--- src/rtl/demux_pkg.sv ---
// Shared definitions for the 2-way demux dispatcher: FSM encoding and default width.
package demux_pkg;

   localparam int N_DEFAULT = 4;

   typedef enum logic [1:0] {
      IDLE  = 2'b00,
      RUN   = 2'b01,
      DRAIN = 2'b10
   } state_t;

endpackage

--- src/rtl/demux_out_slot.sv ---
// One registered output slot: holds a word until the consumer takes it.
// A load and a delivery may coincide, which gives one word per cycle per slot.
module demux_out_slot #(
   parameter int N = 4
) (
   input  logic         clk,
   input  logic         reset_n,
   input  logic         load,
   input  logic [N-1:0] din,
   input  logic         ready,
   output logic [N-1:0] data,
   output logic         valid,
   output logic         delivered
);

   assign delivered = valid && ready;

   // Load wins over clear, so back-to-back words never leave a bubble.
   always_ff @(posedge clk or negedge reset_n) begin
      if (!reset_n) begin
         data  <= '0;
         valid <= 1'b0;
      end else if (load) begin
         data  <= din;
         valid <= 1'b1;
      end else if (delivered) begin
         valid <= 1'b0;
      end
   end

endmodule

--- src/rtl/demux_2x1_dispatcher.sv ---
// Two-output dispatcher: routes each accepted input word to w0 or w1, either
// alternating (round-robin) or steered by s, and counts deliveries per output.
//
// state | meaning
// IDLE  | not accepting, no words held
// RUN   | accepting words while en is high
// DRAIN | en dropped, waiting for held words to be taken
module demux_2x1_dispatcher
   import demux_pkg::*;
#(
   parameter int N = N_DEFAULT
) (
   input  logic         clk,
   input  logic         reset_n,
   input  logic         en,
   input  logic         mode,
   input  logic         s,
   input  logic [N-1:0] f,
   input  logic         f_valid,
   output logic         f_ready,
   output logic [N-1:0] w0,
   output logic [N-1:0] w1,
   output logic         w0_valid,
   output logic         w1_valid,
   input  logic         w0_ready,
   input  logic         w1_ready,
   output logic [7:0]   cnt0,
   output logic [7:0]   cnt1,
   output logic         busy
);

   state_t state, state_nxt;
   logic   ptr;
   logic   target;
   logic   target_free;
   logic   accept;
   logic   del0, del1;

   assign target      = mode ? s : ptr;
   assign target_free = target ? (!w1_valid || w1_ready) : (!w0_valid || w0_ready);
   assign f_ready     = (state == RUN) && en && target_free;
   assign accept      = f_valid && f_ready;
   assign busy        = (state == RUN) || (state == DRAIN);

   demux_out_slot #(.N(N)) u_slot0 (
      .clk       (clk),
      .reset_n   (reset_n),
      .load      (accept && !target),
      .din       (f),
      .ready     (w0_ready),
      .data      (w0),
      .valid     (w0_valid),
      .delivered (del0)
   );

   demux_out_slot #(.N(N)) u_slot1 (
      .clk       (clk),
      .reset_n   (reset_n),
      .load      (accept && target),
      .din       (f),
      .ready     (w1_ready),
      .data      (w1),
      .valid     (w1_valid),
      .delivered (del1)
   );

   // State register.
   always_ff @(posedge clk or negedge reset_n) begin
      if (!reset_n) state <= IDLE;
      else          state <= state_nxt;
   end

   // Next-state logic; DRAIN waits on the registered valids of both slots.
   always_comb begin
      state_nxt = state;
      case (state)
         IDLE:    if (en) state_nxt = RUN;
         RUN:     if (!en) state_nxt = (w0_valid || w1_valid) ? DRAIN : IDLE;
         DRAIN: begin
            if (en)                          state_nxt = RUN;
            else if (!w0_valid && !w1_valid) state_nxt = IDLE;
         end
         default: state_nxt = IDLE;
      endcase
   end

   // Round-robin pointer advances only on accepts made in round-robin mode.
   always_ff @(posedge clk or negedge reset_n) begin
      if (!reset_n)             ptr <= 1'b0;
      else if (accept && !mode) ptr <= ~ptr;
   end

   // Delivery counters, free-running modulo 256.
   always_ff @(posedge clk or negedge reset_n) begin
      if (!reset_n) begin
         cnt0 <= 8'd0;
         cnt1 <= 8'd0;
      end else begin
         if (del0) cnt0 <= cnt0 + 8'd1;
         if (del1) cnt1 <= cnt1 + 8'd1;
      end
   end

endmodule

--- config.mk ---
export PLATFORM = sky130hd
export DESIGN_NAME = demux_2x1_dispatcher
export DESIGN_NICKNAME = d
export VERILOG_FILES = /design/src/rtl/demux_pkg.sv /design/src/rtl/demux_out_slot.sv /design/src/rtl/demux_2x1_dispatcher.sv
export SDC_FILE = /design/constraint.sdc
export NUM_CORES = 1
export LEC_CHECK = 0
export CORE_ASPECT_RATIO = 0.8
export CORE_MARGIN = 2
export CORE_UTILIZATION = 45
export CTS_CLUSTER_DIAMETER = 30
export CTS_CLUSTER_SIZE = 24
export DETAILED_ROUTE_END_ITERATION = 6
export MAX_ROUTING_LAYER = met4
export PLACE_DENSITY = 0.85
export SYNTH_ARGS = -nofsm -noshare
export SYNTH_HDL_FRONTEND = slang
export SYNTH_SLANG_ARGS = --single-unit
--- constraint.sdc ---
create_clock -name clk -period 3.69 [get_ports clk]
set_input_delay 0.5535 -clock clk [delete_from_list [all_inputs] [get_ports clk]]
set_output_delay 0.5535 -clock clk [all_outputs]
set_load 0.02 [all_outputs]
== Word level (Yosys, flattened, before mapping) ==
Cells that the tools add are included.

* Logic and storage cells: 49
* Output and inout bits: 28
* Bits in registers: 29
* Input port bits: 12

* Mux-type cells: 12
* Bitwise logic cells: 1
* Reduce and logical (&&, ||, !) cells: 21
* Add/sub/neg operators: 2
* Equal/unequal tests: 5

{| class="wikitable"
|+ Operators by type and width
! cell !! count
|-
| $add 8x1->8 const B || 2
|-
| $mux 2 || 5
|-
| $logic_and 1x1->1 || 9
|-
| $mux 1 || 6
|-
| $pmux 2 s3 || 1
|-
| $logic_not 1->1 || 4
|-
| $logic_or 1x1->1 || 4
|-
| $ne 2x2->1 const B || 2
|-
| $reduce_bool 2->1 || 2
|-
| $ne 3x2->1 const B || 1
|-
| $reduce_and 3->1 || 1
|-
| $eq 2x1->1 const B || 1
|-
| $eq 2x2->1 const B || 1
|-
| $logic_not 2->1 || 1
|-
| $not 1->1 || 1
|}

== Depth between registers and ports, before layout ==
Gate-level depths: netlist (run 1).

* Depth in word-level cells: 7
* Depth in mapped cells: 5
* Depth with buffers taken out: 5

== Cells and area by module ==
A second synthesis (run 1) with hierarchy kept.

* Cell total of the unflattened synthesis: 105
* Area total of the unflattened synthesis: 1326.3 µm²

{| class="wikitable"
|+ Modules (own cells, without submodules)
! module !! instances !! area an instance (µm²) !! seq. area each (µm²) !! cells each
|-
| demux_2x1_dispatcher || 1 || 948.4 || 475.5 || 81
|-
| demux_out_slot || 2 || 188.9 || 125.1 || 12
|}

== Least setup slack after synthesis (run 1) ==
Ideal clock, no wire load.

* Path type: in2out
* From: input mode
* To: output f_ready
* Required time: 3.137 ns
* Arrival: 1.293 ns
* Setup slack: 1.843 ns
* Path buffers: 0
* Cell stages on the path: 3
* Path through: mux2i_2 -> mux2i_1 -> and3_1

* Cells in the longest elaborated chain, start to end: 3

{| class="wikitable"
|+ RTL lines
! item !! RTL line !! text
|-
| start: declaration || demux_2x1_dispatcher.sv:16 || <nowiki>input logic mode,</nowiki>
|-
| $mux 1 || demux_2x1_dispatcher.sv:39 || <nowiki>assign target = mode ? s : ptr;</nowiki>
|-
| $mux 1 || demux_2x1_dispatcher.sv:40 || <nowiki>assign target_free = target ? (!w1_valid || w1_ready) : (!w0_valid || w0_ready);</nowiki>
|-
| $logic_and 1x1->1 || demux_2x1_dispatcher.sv:41 || <nowiki>assign f_ready = (state == RUN) && en && target_free;</nowiki>
|-
| end: declaration || demux_2x1_dispatcher.sv:20 || <nowiki>output logic f_ready,</nowiki>
|}

No other way between the ends.

== Worst setup path after layout (run 1) ==
Same ends and word-level chain as after synthesis.

==> results of run 1 <==
registers in the layout, summed over array words and instances (netlist names):
name and cells:
cnt0 8, cnt1 8, ptr 1, state 2, u_slot0.data 4, u_slot0.valid 1
u_slot1.data 4, u_slot1.valid 1
cell usage after synthesis:
cell      count  share of area
mux2_4        4          0.045
o21ai_0       1         0.0038
a32o_1        1         0.0075
xor2_1        2          0.013
mux2i_1       1         0.0075
a41o_1        1         0.0075
or3b_4        1         0.0085
nor2_1        4          0.011
nor3b_1       1         0.0056
a21oi_1       2         0.0075
o21bai_1      1         0.0056
and3_1        4          0.019
nand2_1       8          0.023
inv_1         2         0.0056
mux2_2        7          0.059
nand4_1       4          0.019
or4_1         1         0.0056
mux2i_2       1          0.010
dfrtp_1      29           0.55
nor2b_1       3          0.014
ha_1          6          0.056
nor3_1        2         0.0075
nand3_1       4          0.015
xnor2_1      12          0.079
and4_1        2          0.013
o31ai_1       1         0.0056
worst max-delay path by stage:
stage / cells after the start / endpoint / slack (ns) / from
after floorplan: 3 / f_ready / 1.84 / mode
after global routing: 5 / f_ready / 0.59 / mode
after global placement: 5 / f_ready / 0.77 / mode
after detailed placement: 5 / f_ready / 0.69 / mode
final: 5 / f_ready / 0.71 / mode
after CTS: 5 / f_ready / 0.69 / mode
critical path: stages:
cell and delay, ns:
clkdlybuf4s50_1 0.53, mux2i_2 0.34, mux2i_1 0.21, and3_1 0.18, clkdlybuf4s50_1 0.61
stage by stage:
step / setup slack, ns / utilization
after floorplan: 1.84 / -
after global placement: 0.769 / 0.638
after detailed placement: 0.693 / 0.638
after CTS: 0.690 / 0.679
after global routing: 0.586 / 0.679
final: 0.710 / 0.679
routing by layer:
metal	routed length (um)	global-route usage	part of all wire	vias to the layer above
met5	0	-	0	-
met4	23	0.0780	0.0089	0
met3	170	0.0774	0.066	5
met2	1190	0.296	0.46	34
met1	1200	0.213	0.46	467
li1	-	-	-	468
final cells by class:
cell class                 count  area, um^2
clock inverter                 1        30.0
sequential                    29         726
timing repair buffer          40         398
multi-input combinational     74         598
tap                           38        47.5
fill                         203         893
inverter                       2        7.51
clock buffer                   7        86.3
power breakdown:
group / internal (mW) / switching, mW
logic: 0.308 / 0.265
registers: 0.417 / 0.0934
clock network: 0.220 / 0.113
total: 0.945 / 0.472
logic make-up after synthesis:
logic type / count (synthesis)
flops: 29
compound gates: 7
simple gates: 34
mux: 13
buf+inv: 2
fa+ha+maj: 6
xor+xnor: 14
==> impl_results.md, run 1 <==
- Status: completed
- Layout cells sized above 1: 0.137
- Relative slew slack: 0.634
- Worst vdd ir: approximately 0.55 mV
- GRT Util Overall: 0.187
- Final Cycle Share: 0.808
- Synth Area in XOR/XNOR: 0.0921
- LEAKAGE: 0.839 nW
- Hold/Removal Path Class: reg -> reg
- Syn nets: 123
- R2R Setup Slk: 1.77 ns
- Clk_lat worst skew: 0.27 ns
- Diodes inserted: 0
- Clock Sinks: 29
- Simple logic cell fraction of the synthesized area: 0.141
- Post-CTS resize count: 0
- Setup bufs post-CTS: 0
- P&R area growth vs syn: 42.2%
- Htree depth: 2
- 1st-iter DRT viols: 48
- TritonCTS clock tree: done
- Die ar.: 3410 um^2
- Final setup viols: 0
- Non-filler instance count after layout: 191
- Final hold vios: 0
- CP required: 3.14 ns
- Count of yosys warnings during synthesis: 0
- Worst clock skew: 0.00444 ns
- Reg2Reg Capture Point: u_slot1.data[2]
- RR Startpoint: state[1]
- Largest fanout on the critical path: 5
- Total power: 1.42 mW
- Unique masters post-synth: 26
- DR vias/cell: a little over 5
- Worst-margin pin slew: ~0.54 ns
- Largest net degree at the start of global routing: 30
- Synth Cell Area: 1330 um^2
- Max-cap violations: 0
- # port buffers: 39
- Placer congestion estimate: 0.758
- I/O pin count: 40
- Clock Tree Buf Depth: 2
- Setup TNS: 0 ns
- Pwr Density: roughly 750 nW/um^2
- Row Count: 17
- Commonest non-fill, non-tap cell in the layout: clkdlybuf4s50_1
- Final hold slack: 0.468 ns
- Routed Antenna Nets: 0
- Peak Freq: between 0.3 and 0.4 GHz
- Hold Crit Endpoint: cnt0[7]
- Post-Synth Adder-Cell Area: 0.0564
- DR vias: 974
- DRT Wirelength: 2580 um
- Final Cell Area: about 1900 um^2
- Synth Area in Compound Gates: 0.0376
- Initial Utilization: 0.478
- Placed Area: 1780 um^2
- Yosys reg bits: 29
- Post-Syn Area per Cell: 12.7 um^2
- Root Buffer: clkbuf_8
- Die Y-Extent: around 53 um
- Crit. End Element: output pin
- Depth of the most critical reg-to-reg path: 5
- Final net count: 170
- CTS hold repair buffers: 0
- Drt drc: 0
- Clock transition at the registers of the reported paths: about 0.06 ns
- Seq/Total Area, Yosys: 0.545
- Cts bufs inserted: 5
- Initial antenna violation count: 0
- First-pass GRT wire length: approximately 4500 um
- Largest family of logic cells by synthesized area: simple AND/OR/NAND/NOR gates
- Clock period minus worst slack: between 2 and 3 ns
- Core area: 2790 um^2
- CP Class: in -> out
- Dpl hpwl: 1960 um
- Leading cell types in the layout, fill and taps excluded: clkdlybuf4s50_1 (39), dfrtp_1 (29), xnor2_1 (12)
- Hold path start: cnt0[7]
- WHS Path Cells: 1
- Post-DR wirelength/cell: 13.5 um
- Via count of the first global-routing pass: 1006
- TritonRoute pass-1 iters: 4
- Post-Syn Instances: about 110
- Mux cell area share after synthesis: 0.122
- Die width: 64.8 um
- GRT overflow: 0
- CP Launch Type: primary input
- Inst Count DP: ~180
- Slew Viols, Final: 0
- Worst path arrival time: 2.43 ns
- RSZ-0062 raised after global routing: no
(Power assumes the default switching activity.)
==> run 2, diff against run 1 <==
CORE_UTILIZATION = 41   (was 45)
PLACE_DENSITY = 0.82   (was 0.85)
clock period = 2.5 ns   (was 3.69 ns; I/O delays follow)
==> impl_results.md, run 2 (synthesis results as in run 1) <==
- Area of the multi-input gates: 598 um^2 (unchanged)
- Worst clock skew: 0.00728 ns (was 0.00444 ns)
- Hold/Removal Path Class: reg -> reg (unchanged)
- Largest fanout on the critical path: 2 (was 5)
- Leading cell types in the layout, fill and taps excluded: clkdlybuf4s50_1 (38), dfrtp_1 (29), xnor2_1 (12) (was clkdlybuf4s50_1 (39), dfrtp_1 (29), xnor2_1 (12))
- Pwr Density: 1100 nW/um^2 (was 748 nW/um^2)
- Final Cycle Share: 0.841
- Fill cells: 236 (was 203)
- Crit-path max cell delay: 0.53 ns (was 0.61 ns)
- CP Launch Type: primary input (unchanged)
- Initial antenna violation count: 0 (unchanged)
- Clock Tree Buf Depth: 2 (unchanged)
- Crit. End Element: output pin (unchanged)
- GRT overflow: 0 (unchanged)
- DR vias/cell: 4.94 (was 5.10)
- Clk_lat worst skew: 0.28 ns (was 0.27 ns)
- Via count of the first global-routing pass: 924 (was 1006)
- Fin util: 0.622 (was 0.679)
- Final hold vios: 0 (unchanged)
- Relative slew slack: 0.762 (was 0.634)
- LEAKAGE: 0.869 nW (was 0.839 nW)
- Row Count: 18 (was 17)
- Slew Viols, Final: 0 (unchanged)
- Peak Freq: 0.475 GHz
- CTS hold repair buffers: 0 (unchanged)
- Htree depth: 2 (unchanged)
- Initial Utilization: 0.431 (was 0.478)
- I/O pin count: 40 (unchanged)
- Clock period minus worst slack: 2.10 ns
- Dpl hpwl: 1830 um (was 1960 um)
- Drt drc: 0 (unchanged)
- 1st-iter DRT viols: 47 (was 48)
- CP Class: in -> out (unchanged)
- Sequential cell area: 726 um^2 (unchanged)
- Max-cap violations: 0 (unchanged)
- Worst-margin pin slew: 0.356 ns (was 0.544 ns)
- Top flop regs: cnt0 (8), cnt1 (8) (unchanged)
- Routed Antenna Nets: 0 (unchanged)
- Total power: 2.10 mW (was 1.42 mW)
- DR vias: 969 (was 974)
- Cts bufs inserted: 5 (unchanged)
- CP max stage cell: clkdlybuf4s50_1 (unchanged)
- Final net count: 173 (was 170)
- Final setup viols: 0 (unchanged)
- Core area: 3090 um^2 (was 2790 um^2)
- Die Y-Extent: 55.0 um (was 52.7 um)
- Diodes inserted: 0 (unchanged)
- Placer congestion estimate: 0.804 (was 0.758)
- GRT Util Overall: 0.161 (was 0.187)
- DRT Wirelength: 2520 um (was 2580 um)
- Worst path arrival time: 1.73 ns (was 2.43 ns)
- Worst vdd ir: 0.788 mV (was 0.549 mV)
- # port buffers: 39 (unchanged)
- CP required: 2.12 ns (was 3.14 ns)
- TritonRoute pass-1 iters: 4 (unchanged)
- Post-DR wirelength/cell: 12.9 um (was 13.5 um)
- Die ar.: 3720 um^2 (was 3410 um^2)
- Clock Sinks: 29 (unchanged)
- Clock transition at the registers of the reported paths: 0.06 ns (about the same)
- Layout cells sized above 1: 0.154 (was 0.137)
- Root Buffer: clkbuf_8 (unchanged)
- CP Cell Sequence: clkdlybuf4s50_1 > mux2i_2 > mux2i_1 > and3_1 > dlymetal6s2s_1 (was clkdlybuf4s50_1 > mux2i_2 > mux2i_1 > and3_1 > clkdlybuf4s50_1)
- Largest net degree at the start of global routing: 30 (unchanged)
- TritonCTS clock tree: done (unchanged)
- Cell family with most CP delay: buffers and inverters (unchanged)
- Setup TNS: 0 ns (unchanged)
- Die width: 67.7 um (was 64.8 um)
- First-pass GRT wire length: 4230 um (was 4530 um)
- RSZ-0062 raised after global routing: no (unchanged)
- Commonest non-fill, non-tap cell in the layout: clkdlybuf4s50_1 (unchanged)
- Status: completed (unchanged)
- P&R area growth vs syn: 44.3% (was 42.2%)
- WP buf/inv: 2 (unchanged)
## run 2: changes by cell type in the layout (fill, tap and decap cells not counted)
cell	delta
buf_4	+3
clkdlybuf4s50_1	-1
dlymetal6s2s_1	+1
## run 2: layer usage
layer	part of all wire	track usage	vias to the layer above
met3	0.060	0.0486	2
li1	-	-	473
met5	0	-	-
met1	0.50	0.220	461
met2	0.43	0.230	33
met4	0.011	0.0510	0
## run 2: final cells by class
| type | count | share of cell area |
|---|---|---|
| clock inverters | 1 | 0.0156 |
| repair buffers | 43 | 0.220 |
| well taps | 40 | 0.0261 |
| inverters | 2 | 0.00391 |
| clock buffers | 7 | 0.0450 |
| flip-flops and latches | 29 | 0.378 |
| multi-input cells | 74 | 0.311 |
## run 2: final timing paths
path | start | end | slack, ns | cells after the start
max | mode | f_ready | 0.40 | 5
max reg2reg | state[1] | u_slot0.data[1] | 0.70 | 5
min reg2reg | cnt0[7] | cnt0[7] | 0.47 | 1
min in group asynchronous | reset_n | cnt1[4] | 0.48 | 2
max in group asynchronous | reset_n | cnt1[2] | 1.75 | 2
min | cnt0[7] | cnt0[7] | 0.47 | 1
## run 2: repair_timing
action,4_1_cts,5_1_grt
endpoints found under the setup margin,0,1
resized for setup,0,1
endpoints found under the hold margin,0,0
buffers inserted,0,0
## run 2: power by group
group | leakage (nW) | switching (mW) | internal (mW)
Sequential | 0.375 | 0.138 | 0.616
Clock | 0.0585 | 0.178 | 0.325
Combinational | 0.435 | 0.386 | 0.460
Total | 0.869 | 0.702 | 1.40
## run 2: through the flow
step                hold WS, ns  area (um^2)  instances  worst slack, ns
floorplan                0.0794         1330        105            0.853
global placement          0.459         1800        188           0.0424
detailed placement        0.472         1800        188           0.0227
CTS                       0.484         1920        196           0.0127
global route              0.506         1920        196            0.357
finish                    0.473         1920        196            0.397
==> run 3, diff against run 2 <==
CORE_UTILIZATION = 45   (was 41)
PLACE_DENSITY = 0.85   (was 0.82)
clock period = 2.06 ns   (was 2.5 ns; I/O delays follow)
==> impl_results.md, run 3 (synthesis results as in run 1) <==
- Highest Signal Layer: met4 (unchanged)
- RR Startpoint: state[1] (unchanged)
- Clk_lat worst skew: 0.28 ns (about the same)
- LEAKAGE: 0.877 nW (was 0.869 nW)
- Clock Power Share: 0.207 (was 0.239)
- Row Count: 17 (was 18)
- Placer congestion estimate: 0.761 (was 0.804)
- Slew Viols, Final: 0 (unchanged)
- Worst clock skew: 0.00192 ns (was 0.00728 ns)
- Wire length on met3: 138 um (was 151 um)
- Max-cap violations: 0 (unchanged)
- Clock Sinks: 29 (unchanged)
- Final Cycle Share: 0.949
- # port buffers: 39 (unchanged)
- DRT Wirelength: 2800 um (was 2520 um)
- Peak Freq: a little over 0.5 GHz
- I/O pin count: 40 (unchanged)
- First-pass GRT wire length: 4660 um (was 4230 um)
- Routed Antenna Nets: 0 (unchanged)
- Final setup viols: 0 (unchanged)
- R2R Setup Slk: 0.17 ns (was 0.70 ns)
- Depth of the most critical reg-to-reg path: 5 (unchanged)
- Leading cell types in the layout, fill and taps excluded: clkdlybuf4s50_1 (38), dfrtp_1 (29), xnor2_1 (12) (unchanged)
- RSZ-0062 raised after global routing: no (unchanged)
- Final net count: 178 (was 173)
- DR vias: 999 (was 969)
- Commonest non-fill, non-tap cell in the layout: clkdlybuf4s50_1 (unchanged)
- Clock transition at the registers of the reported paths: 0.06 ns (about the same)
- Pwr Density: 1290 nW/um^2 (was 1100 nW/um^2)
- Worst vdd ir: 0.869 mV (was 0.788 mV)
- M1 WL: 1300 um (was 1260 um)
- Psw: 875 uW (was 702 uW)
- Core area: 2790 um^2 (was 3090 um^2)
- TritonCTS clock tree: done (unchanged)
- Worst-margin pin slew: 0.362 ns (was 0.356 ns)
- Die width: 64.8 um (was 67.7 um)
- P&R area growth vs syn: 45.2% (was 44.3%)
- Post-DR wirelength/cell: 14.1 um (was 12.9 um)
- CP Class: reg -> out (was in -> out)
- Die Y-Extent: 52.7 um (was 55.0 um)
- Sw Share: 0.350 (was 0.334)
- Largest net degree at the start of global routing: 30 (unchanged)
- Root Buffer: clkbuf_8 (unchanged)
- Die ar.: 3410 um^2 (was 3720 um^2)
- CP Launch Type: flop (was primary input)
- Clock Tree Buf Depth: 2 (unchanged)
- Area of the multi-input gates: 598 um^2 (unchanged)
- Diodes inserted: 0 (unchanged)
- Clock period minus worst slack: 1.96 ns
- Crit. End Element: output pin (unchanged)
- Reg2Reg Capture Point: u_slot0.data[3] (was u_slot0.data[1])
- Fill cells: 217 (was 236)
- TritonRoute pass-1 iters: 4 (unchanged)
- CP required: 1.75 ns (was 2.12 ns)
- Sequential cell area: 726 um^2 (unchanged)
- Dpl hpwl: 2070 um (was 1830 um)
- Total power: 2.50 mW (was 2.10 mW)
- Via count of the first global-routing pass: 1012 (was 924)
- Top flop regs: cnt0 (8), cnt1 (8) (unchanged)
- Reg power frac: 0.364 (was 0.359)
- Initial Utilization: 0.478 (was 0.431)
- Relative slew slack: 0.759 (was 0.762)
- GRT Util Overall: 0.195 (was 0.161)
- WL met2: 1310 um (was 1080 um)
- Power Internal: 1.62 mW (was 1.40 mW)
- Setup TNS: 0 ns (unchanged)
- Layout cells sized above 1: 0.193 (was 0.154)
- Htree depth: 2 (unchanged)
- Initial antenna violation count: 0 (unchanged)
- Non-filler instance count after layout: 199 (was 196)
- Cts bufs inserted: 5 (unchanged)
- Comb pwr share: 0.430 (was 0.402)
- DR vias/cell: 5.02 (was 4.94)
- Worst path arrival time: 1.65 ns (was 1.73 ns)
- Largest fanout on the critical path: 4 (was 2)
- Drt drc: 0 (unchanged)
- Status: completed (unchanged)
- Final hold vios: 0 (unchanged)
- Hold/Removal Path Class: in -> async (was reg -> reg)
- Inst Count DP: 191 (was 188)
- GRT overflow: 0 (unchanged)
- 1st-iter DRT viols: 31 (was 47)
## run 3: cell count changes in the layout (fill, tap and decap cells not counted), sizes merged
cell          change
buf               +5
clkbuf            +1
dlymetal6s2s      -1
clkinv            +1
bufinv            -1
## run 3: metrics by stage
step                utilization  hold WS, ns  cell area (um^2)  setup slack (ns)
floorplan                     -       0.0134              1330             0.413
global placement          0.659        0.460              1840            -0.277
detailed placement        0.659        0.462              1840            -0.292
CTS                       0.696        0.425              1940           0.00450
global route              0.694        0.438              1930            0.0537
finish                    0.694        0.407              1930             0.105
## run 3: final cells by class
| cell class | instances | share of cell area |
|---|---|---|
| tap | 38 | 0.0246 |
| clock inverter | 1 | 0.00259 |
| inverter | 2 | 0.00388 |
| clock buffer | 7 | 0.0498 |
| sequential | 29 | 0.375 |
| timing repair buffer | 48 | 0.234 |
| multi-input combinational | 74 | 0.309 |
## run 3: what timing repair did
action / CTS / global route
hold buffers: 0 / 0
hold endpoints to repair: 0 / 0
setup endpoints to repair: 1 / 1
gates resized for setup: 2 / 1
buffers inserted: 0 / 0
## run 3: worst max-delay path by stage
stage,depth (start not counted),start,end
floorplan,5,state[1],u_slot1.data[0]
global placement,5,mode,f_ready
detailed placement,5,mode,f_ready
CTS,5,mode,f_ready
global route,3,state[1],busy
finish,3,state[1],busy
## run 3: layer usage
metal  vias up  GRT usage
li1        479          -
met1       482      0.229
met2        32      0.313
met3         6     0.0559
met4         0     0.0922
met5         -          -
## run 3: worst max-delay path, stage by stage, from the launching register on
cell             delay (ns)
dfrtp_1                0.41
inv_1                  0.08
ha_1                   0.27
clkdlybuf4s50_1        0.59
## run 3: power by group through the flow
stage	clock network, mW	registers [mW]	logic, mW
2_1_floorplan	0	1.08	0.394
3_3_place_gp	0	0.899	1.05
3_5_place_dp	0	0.915	1.08
4_1_cts	0.522	0.906	1.09
5_1_grt	0.551	0.934	1.16
6_report	0.516	0.909	1.07
